## src/rtl/alu_seq_pkg.sv

```systemverilog
// Shared definitions for the sequential ALU: opcode and FSM state enums.
package alu_seq_pkg;

    typedef enum logic [3:0] {
        ADD = 4'b0000,
        SUB = 4'b0001,
        AND = 4'b0010,
        NOR = 4'b0011,
        XOR = 4'b0100,
        LSH = 4'b0101,
        RSH = 4'b0110,
        SEQ = 4'b0111,
        SNE = 4'b1000,
        SGT = 4'b1001,
        SLT = 4'b1010,
        MUL = 4'b1011
    } op_t;

    localparam logic [3:0] kMUL = 4'b1011;

    // Named states so they show up symbolically in waveforms
    typedef enum logic [1:0] {
        IDLE,
        BUSY,
        DONE
    } state_t;

endpackage

```

## src/rtl/alu_seq_if.sv

```systemverilog
// Request/response bundle between the register-read stage, the ALU and writeback.
interface alu_seq_if
    import alu_seq_pkg::*;
#(
    parameter int W = 8
);
    logic         in_valid;
    logic         in_ready;
    logic [3:0]   op;
    logic [W-1:0] a;
    logic [W-1:0] b;
    logic         out_valid;
    logic         out_ready;
    logic [W-1:0] result;
    logic         carry;
    logic         zero;
    logic         err;

    // Producer side: offers operations and consumes results
    modport master (
        output in_valid, op, a, b, out_ready,
        input  in_ready, out_valid, result, carry, zero, err
    );

    // ALU side
    modport slave (
        input  in_valid, op, a, b, out_ready,
        output in_ready, out_valid, result, carry, zero, err
    );
endinterface

```

## src/rtl/alu_mul_iter.sv

```systemverilog
// Iterative shift-add multiplier: one partial product per cycle for W cycles.
// Only instantiated when ALU_MUL_EN is defined.
// o_prod is the accumulator value after the current step, so the final
// product is available in the same cycle o_done is high.
module alu_mul_iter #(
    parameter int W = 8
) (
    input  logic           CLK,
    input  logic           reset_n,
    input  logic           i_start,
    input  logic [W-1:0]   i_a,
    input  logic [W-1:0]   i_b,
    output logic           o_done,
    output logic [2*W-1:0] o_prod
);
    localparam int CW = $clog2(W) + 1;

    logic           r_run;
    logic [2*W-1:0] r_mcand;
    logic [W-1:0]   r_mplier;
    logic [2*W-1:0] r_acc;
    logic [CW-1:0]  r_cnt;
    logic [2*W-1:0] w_acc_nxt;

    assign w_acc_nxt = r_acc + (r_mplier[0] ? r_mcand : '0);
    assign o_prod    = w_acc_nxt;
    assign o_done    = r_run && (r_cnt == CW'(W - 1));

    // Load operands on start, then add/shift once per cycle until the last step
    always_ff @(posedge CLK or negedge reset_n) begin
        if (!reset_n) begin
            r_run    <= 1'b0;
            r_mcand  <= '0;
            r_mplier <= '0;
            r_acc    <= '0;
            r_cnt    <= '0;
        end else if (i_start) begin
            r_run    <= 1'b1;
            r_mcand  <= {{W{1'b0}}, i_a};
            r_mplier <= i_b;
            r_acc    <= '0;
            r_cnt    <= '0;
        end else if (r_run) begin
            r_acc    <= w_acc_nxt;
            r_mcand  <= r_mcand << 1;
            r_mplier <= r_mplier >> 1;
            r_cnt    <= r_cnt + 1'b1;
            if (o_done)
                r_run <= 1'b0;
        end
    end
endmodule

```

## src/rtl/alu_seq.sv

```systemverilog
// Handshaked, registered ALU with optional iterative MUL.
// Build macro: ALU_MUL_EN -- when defined, opcode 1011 multiplies over W cycles;
// otherwise 1011 is an illegal opcode like 1100-1111.
module alu_seq
    import alu_seq_pkg::*;
#(
    parameter int W = 8
) (
    input logic       CLK,
    input logic       reset_n,
    alu_seq_if.slave  bus
);
    localparam logic [W-1:0] kWIDTH = W'(W);

    state_t         r_state;
    state_t         w_state_nxt;
    logic           w_in_ready;
    logic           w_accept;
    logic           w_is_mul;
    logic           w_load;

    logic [W:0]     w_sum;
    logic [W:0]     w_diff;
    logic [W-1:0]   w_res;
    logic           w_carry;
    logic           w_err;

    logic           w_mul_done;
    logic [2*W-1:0] w_mul_prod;

    logic [W-1:0]   w_out_res;
    logic           w_out_carry;
    logic           w_out_err;

    logic [W-1:0]   r_result;
    logic           r_carry;
    logic           r_zero;
    logic           r_err;

    // Accepting while DONE relies on the consumer taking the held result now
    assign w_in_ready = (r_state == IDLE) || ((r_state == DONE) && bus.out_ready);
    assign w_accept   = bus.in_valid && w_in_ready;

`ifdef ALU_MUL_EN
    assign w_is_mul = (bus.op == kMUL);

    alu_mul_iter #(.W(W)) u_mul (
        .CLK     (CLK),
        .reset_n (reset_n),
        .i_start (w_accept && w_is_mul),
        .i_a     (bus.a),
        .i_b     (bus.b),
        .o_done  (w_mul_done),
        .o_prod  (w_mul_prod)
    );
`else
    assign w_is_mul   = 1'b0;
    assign w_mul_done = 1'b0;
    assign w_mul_prod = '0;
`endif

    assign w_sum  = {1'b0, bus.a} + {1'b0, bus.b};
    assign w_diff = {1'b0, bus.a} - {1'b0, bus.b};

    // Single-cycle datapath; anything not listed (incl. MUL here) is illegal
    always_comb begin
        w_res   = '0;
        w_carry = 1'b0;
        w_err   = 1'b0;
        case (bus.op)
            ADD: begin
                w_res   = w_sum[W-1:0];
                w_carry = w_sum[W];
            end
            SUB: begin
                w_res   = w_diff[W-1:0];
                w_carry = w_diff[W];
            end
            AND: w_res = bus.a & bus.b;
            NOR: w_res = ~(bus.a | bus.b);
            XOR: w_res = bus.a ^ bus.b;
            LSH: w_res = (bus.b < kWIDTH) ? (bus.a << bus.b) : '0;
            RSH: w_res = (bus.b < kWIDTH) ? (bus.a >> bus.b) : '0;
            SEQ: w_res = {{(W-1){1'b0}}, bus.a == bus.b};
            SNE: w_res = {{(W-1){1'b0}}, bus.a != bus.b};
            SGT: w_res = {{(W-1){1'b0}}, bus.a >  bus.b};
            SLT: w_res = {{(W-1){1'b0}}, bus.a <  bus.b};
            default: w_err = 1'b1;
        endcase
    end

    assign w_out_res   = (r_state == BUSY) ? w_mul_prod[W-1:0]     : w_res;
    assign w_out_carry = (r_state == BUSY) ? |w_mul_prod[2*W-1:W]  : w_carry;
    assign w_out_err   = (r_state == BUSY) ? 1'b0                  : w_err;

    // Output registers move only on entry into DONE
    assign w_load = ((r_state == BUSY) && w_mul_done) || (w_accept && !w_is_mul);

    // Next-state logic
    always_comb begin
        w_state_nxt = r_state;
        case (r_state)
            IDLE: begin
                if (w_accept)
                    w_state_nxt = w_is_mul ? BUSY : DONE;
            end
            BUSY: begin
                if (w_mul_done)
                    w_state_nxt = DONE;
            end
            DONE: begin
                if (w_accept)
                    w_state_nxt = w_is_mul ? BUSY : DONE;
                else if (bus.out_ready)
                    w_state_nxt = IDLE;
            end
            default: w_state_nxt = IDLE;
        endcase
    end

    // State register
    always_ff @(posedge CLK or negedge reset_n) begin
        if (!reset_n)
            r_state <= IDLE;
        else
            r_state <= w_state_nxt;
    end

    // Result/flag registers; zero is derived from the value being registered
    always_ff @(posedge CLK or negedge reset_n) begin
        if (!reset_n) begin
            r_result <= '0;
            r_carry  <= 1'b0;
            r_zero   <= 1'b0;
            r_err    <= 1'b0;
        end else if (w_load) begin
            r_result <= w_out_res;
            r_carry  <= w_out_carry;
            r_zero   <= (w_out_res == '0);
            r_err    <= w_out_err;
        end
    end

    assign bus.in_ready  = w_in_ready;
    assign bus.out_valid = (r_state == DONE);
    assign bus.result    = r_result;
    assign bus.carry     = r_carry;
    assign bus.zero      = r_zero;
    assign bus.err       = r_err;
endmodule

```

## src/flat_wrapper.sv

```systemverilog
// flat-port wrapper written by rule: the top's interface ports become plain ports
module alu_seq_flat import alu_seq_pkg::*;
#(
    parameter int W = 8
)
  (CLK, reset_n, bus_in_valid, bus_op, bus_a, bus_b, bus_out_ready, bus_in_ready, bus_out_valid, bus_result, bus_carry, bus_zero, bus_err);
  alu_seq_if #(.W(W)) bus_i ();
  input logic CLK;
  input logic reset_n;
  input wire logic [$bits(bus_i.in_valid)-1:0] bus_in_valid;
  input wire logic [$bits(bus_i.op)-1:0] bus_op;
  input wire logic [$bits(bus_i.a)-1:0] bus_a;
  input wire logic [$bits(bus_i.b)-1:0] bus_b;
  input wire logic [$bits(bus_i.out_ready)-1:0] bus_out_ready;
  output wire logic [$bits(bus_i.in_ready)-1:0] bus_in_ready;
  output wire logic [$bits(bus_i.out_valid)-1:0] bus_out_valid;
  output wire logic [$bits(bus_i.result)-1:0] bus_result;
  output wire logic [$bits(bus_i.carry)-1:0] bus_carry;
  output wire logic [$bits(bus_i.zero)-1:0] bus_zero;
  output wire logic [$bits(bus_i.err)-1:0] bus_err;
  assign bus_i.in_valid = bus_in_valid;
  assign bus_i.op = bus_op;
  assign bus_i.a = bus_a;
  assign bus_i.b = bus_b;
  assign bus_i.out_ready = bus_out_ready;
  assign bus_in_ready = bus_i.in_ready;
  assign bus_out_valid = bus_i.out_valid;
  assign bus_result = bus_i.result;
  assign bus_carry = bus_i.carry;
  assign bus_zero = bus_i.zero;
  assign bus_err = bus_i.err;
  alu_seq #(.W(W)) u_core (.CLK(CLK), .reset_n(reset_n), .bus(bus_i));
endmodule
```

## config.mk

```make
export PLATFORM = sky130hd
export DESIGN_NAME = alu_seq_flat
export DESIGN_NICKNAME = d
export VERILOG_FILES = /design/src/rtl/alu_seq_pkg.sv /design/src/rtl/alu_seq_if.sv /design/src/rtl/alu_mul_iter.sv /design/src/rtl/alu_seq.sv /design/src/flat_wrapper.sv
export SDC_FILE = /design/constraint.sdc
export NUM_CORES = 1
export LEC_CHECK = 0
export CAP_MARGIN = 30
export CORE_MARGIN = 1.5
export CORE_UTILIZATION = 50
export CTS_CLUSTER_DIAMETER = 80
export DETAILED_ROUTE_END_ITERATION = 12
export DONT_BUFFER_PORTS = 1
export GPL_TIMING_DRIVEN = 1
export PLACE_DENSITY = 0.72
export SYNTH_ARGS = -nofsm -noshare
export SYNTH_HDL_FRONTEND = slang
export SYNTH_SLANG_ARGS = --single-unit
```

## constraint.sdc

```tcl
create_clock -name CLK -period 2.5 [get_ports CLK]
set_input_delay 0.75 -clock CLK [delete_from_list [all_inputs] [get_ports CLK]]
set_output_delay 0.75 -clock CLK [all_outputs]
set_load 0.005 [all_outputs]
```

==> qor.txt <==
H-tree depth: 1
top cells by area, synth: dfrtp_1 13%, ha_1 13%, mux2i_1 9.0%, mux4_2 5.1%, nor2_1 4.4%
Critical Path Start Type: input port
cell mode on critical path: a211oi_2
Root Buffer: clkbuf_8
Site Rows: 24
outcome: finished, violations left
WL per Instance: 18.6 um
leakage power: 0.00125 uW
CP bufs+invs: 1
antenna diode count: 0
RSZ-0062 raised after global routing: true
sequential-to-total area share from yosys stat: 13.5%
total number of vias: 2,296
Worst Path Class, Setup: input port to flip-flop
Power per Cell Area: 306 nW/um2
die height: 69.7 um
vias in the first global route: 2,195
worst min-delay path category: input port to asynchronous set/reset pin
period utilization: 104%
Syn. warnings: 0
Worst-Margin Slew: 0.374 ns
Setup WS pre-CTS: -0.620 ns
DP HPWL: 5.10 mm
Max Slew Vio Count: 0
EDFF count, synth: 0
drt drc: 0
Worst slew margin: 74.8%
Util after Layout: 64.8%
Setup crit end kind: flip-flop
Synth Area in Compound Gates: 25.0%
area share of the largest cell type after synthesis: 13.5%
setup slack after layout: -0.0989 ns
largest net degree at the start of global routing: 21
Layout Nets: 353
Post-Syn Nets: 322
Layout Skew: 0.00242 ns
#FFs+latches synth: 12
drt pass-1 iters: 4
Clock Pin Slew Worst Setup and Hold Paths: 0.05 ns
Skew-Pair Late Insertion Delay: 0.24 ns
largest family of logic cells by synthesized area: compound AO/OA/AOI/OAI gates
Routability Congestion: 0.998
die width: 69.7 um
mux contribution to synthesized area: 16.1%
dominant cell type by area after synthesis: dfrtp_1
Setup Viol. Count Final: 3
core area: 4320 um2
TritonCTS clock tree: built
failing checks: negative setup slack
Pwr Total: 856 uW
CTS Sinks: 12
CP Max Fanout: 19
initial antenna violation count: 0
Cell Chain, Critical Path: ha_2, fa_2, a211oi_2, nor2_1, xor2_1, a211oi_2, buf_4, nand4_1, o41ai_2
Hold Vio Cnt, Final: 0
Mapped Avg Cell Area: 8.18 um2
Congestion Overflow GR: 0
CP max stage cell: fa_2
Hold Buf Count CTS: 0
asr flop ratio synth: 100%
Max IR drop VDD: 168 uV
count leader, synth: nor2_1
I/O Pins: 37
P&R area growth vs syn: 25.9%
Die ar.: 4860 um2
CP Data Required Time: 2.63 ns
MaxCap Viol Count: 0
Clock Tree Buf Depth: 2
post-synthesis xor/xnor area fraction: 2.76%
Mapped Area: 2220 um2
CP max stage delay: 0.40 ns
Tot GR Track Use: 27.0%
I/O Buffers: 0
initial DRC count: 193
initial core utilization: 51.4%
Routed Antenna Nets: 0
Synth Instances: 272
Synth Area in Adders: 15.3%
Synth Area in Simple Gates: 20.0%
fin crit period: 2.60 ns
routed vias/inst: 6.50
cell family with most CP delay: compound AO/OA/AOI/OAI gates
post-synth cell types: 60
Synth Flop Type: dfrtp_1
fmax: 0.385 GHz
first-pass GRT wire length: 10.6 mm
Critical Path AT: 2.72 ns
Post-synth top cells: 26 x nor2_1, 24 x ha_1, 23 x inv_1
layout cell share with drive strength beyond 1: 32.6%
filler instances: 360
TritonCTS Buffers: 3
final WL: 6.56 mm
-- routing by layer --
metal  wire length, um  track usage, %  vias to the layer above
li1                  -               -                     1062
met3               550            3.49                       22
met1              2690            35.6                     1096
met2              3080            44.3                      116
met4               235            11.5                        0
met5                 0               0                        -
-- final timing paths --
path	slack (ns)	endpoint	from	depth (start not counted)
min	0.21	u_core.bus.zero	reset_n	0
min in group CLK	0.50	u_core.bus.result[5]	u_core.bus.result[5]	2
max	-0.1	u_core.bus.zero	bus_b[0]	9
min reg2reg	0.50	u_core.bus.result[5]	u_core.bus.result[5]	2
max reg2reg	0.48	u_core.bus.zero	u_core.r_state[1]	8
max in group asynchronous	2.22	u_core.bus.result[0]	reset_n	0
-- what timing repair did --
action	CTS	global route
pin swaps	17	16
endpoints found under the setup margin	3	4
gates cloned	0	0
resized for setup	31	9
buffers inserted	4	1
-- final cells by class --
cell class	instances	area, um2	area share, %
Timing Repair Buffer	41	315	11.3
Tap cell	52	65.1	2.32
Multi-Input combinational cell	222	1990	71.0
Clock buffer	3	41.3	1.47
Sequential cell	12	300	10.7
Inverter	23	90.1	3.22
-- cell usage in the layout, fill, tap and decap left out, drive strengths merged, types with 3 or more instances in the layout --
cell type,n
o21bai,4
nand4,3
a21oi,17
mux4,5
nor3,3
o31ai,3
dfrtp,12
o22ai,4
buf,41
nand2,19
mux2i,20
nand2b,6
clkbuf,3
nor4,4
nor2b,3
xnor2,5
a22oi,3
or3,4
ha,24
and3,6
a211oi,5
mux2,4
a221oi,3
nor2,26
a31oi,4
inv,22
o21ai,11
-- registers in the layout (all words and copies together) (netlist names) --
| register | flops |
|---|---|
| u_core.bus.result | 8 |
| u_core.bus.carry | 1 |
| u_core.bus.err | 1 |
| u_core.bus.zero | 1 |
| u_core.r_state | 1 |
-- power breakdown --
group / internal (uW) / switching, uW / total (uW)
sequential: 220 / 18.6 / 239
combinational: 237 / 211 / 448
clock: 105 / 63.0 / 168
total: 563 / 293 / 856
-- metrics by stage --
| step | TNS, ns | instance area (um2) | std cells | hold slack, ns |
|---|---|---|---|---|
| 2_1_floorplan | -1.40 | 2280 | 272 | 0.454 |
| 3_3_place_gp | -1.86 | 2510 | 345 | 0.455 |
| 3_5_place_dp | -2.22 | 2510 | 345 | 0.455 |
| 4_1_cts | -0.109 | 2730 | 352 | 0.205 |
| 5_1_grt | -0.478 | 2800 | 353 | 0.202 |
| 6_report | -0.181 | 2800 | 353 | 0.205 |
-- kinds of logic after synthesis --
| logic type | after synthesis |
|---|---|
| flops | 12 |
| simple gates | 85 |
| buf+inv | 38 |
| xor+xnor | 7 |
| compound gates | 75 |
| fa+ha+maj | 26 |
| mux | 29 |
-- worst reg2reg max path, delay by kind of cell, from the launching register on --
kind	cells	cell delay [ns]
buffers and inverters	1	0.15
AOI/OAI and AO/OA	3	0.73
and+or+nand+nor	4	0.64
DFF	1	0.39
No activity file was read; power rests on OpenSTA's default activity.
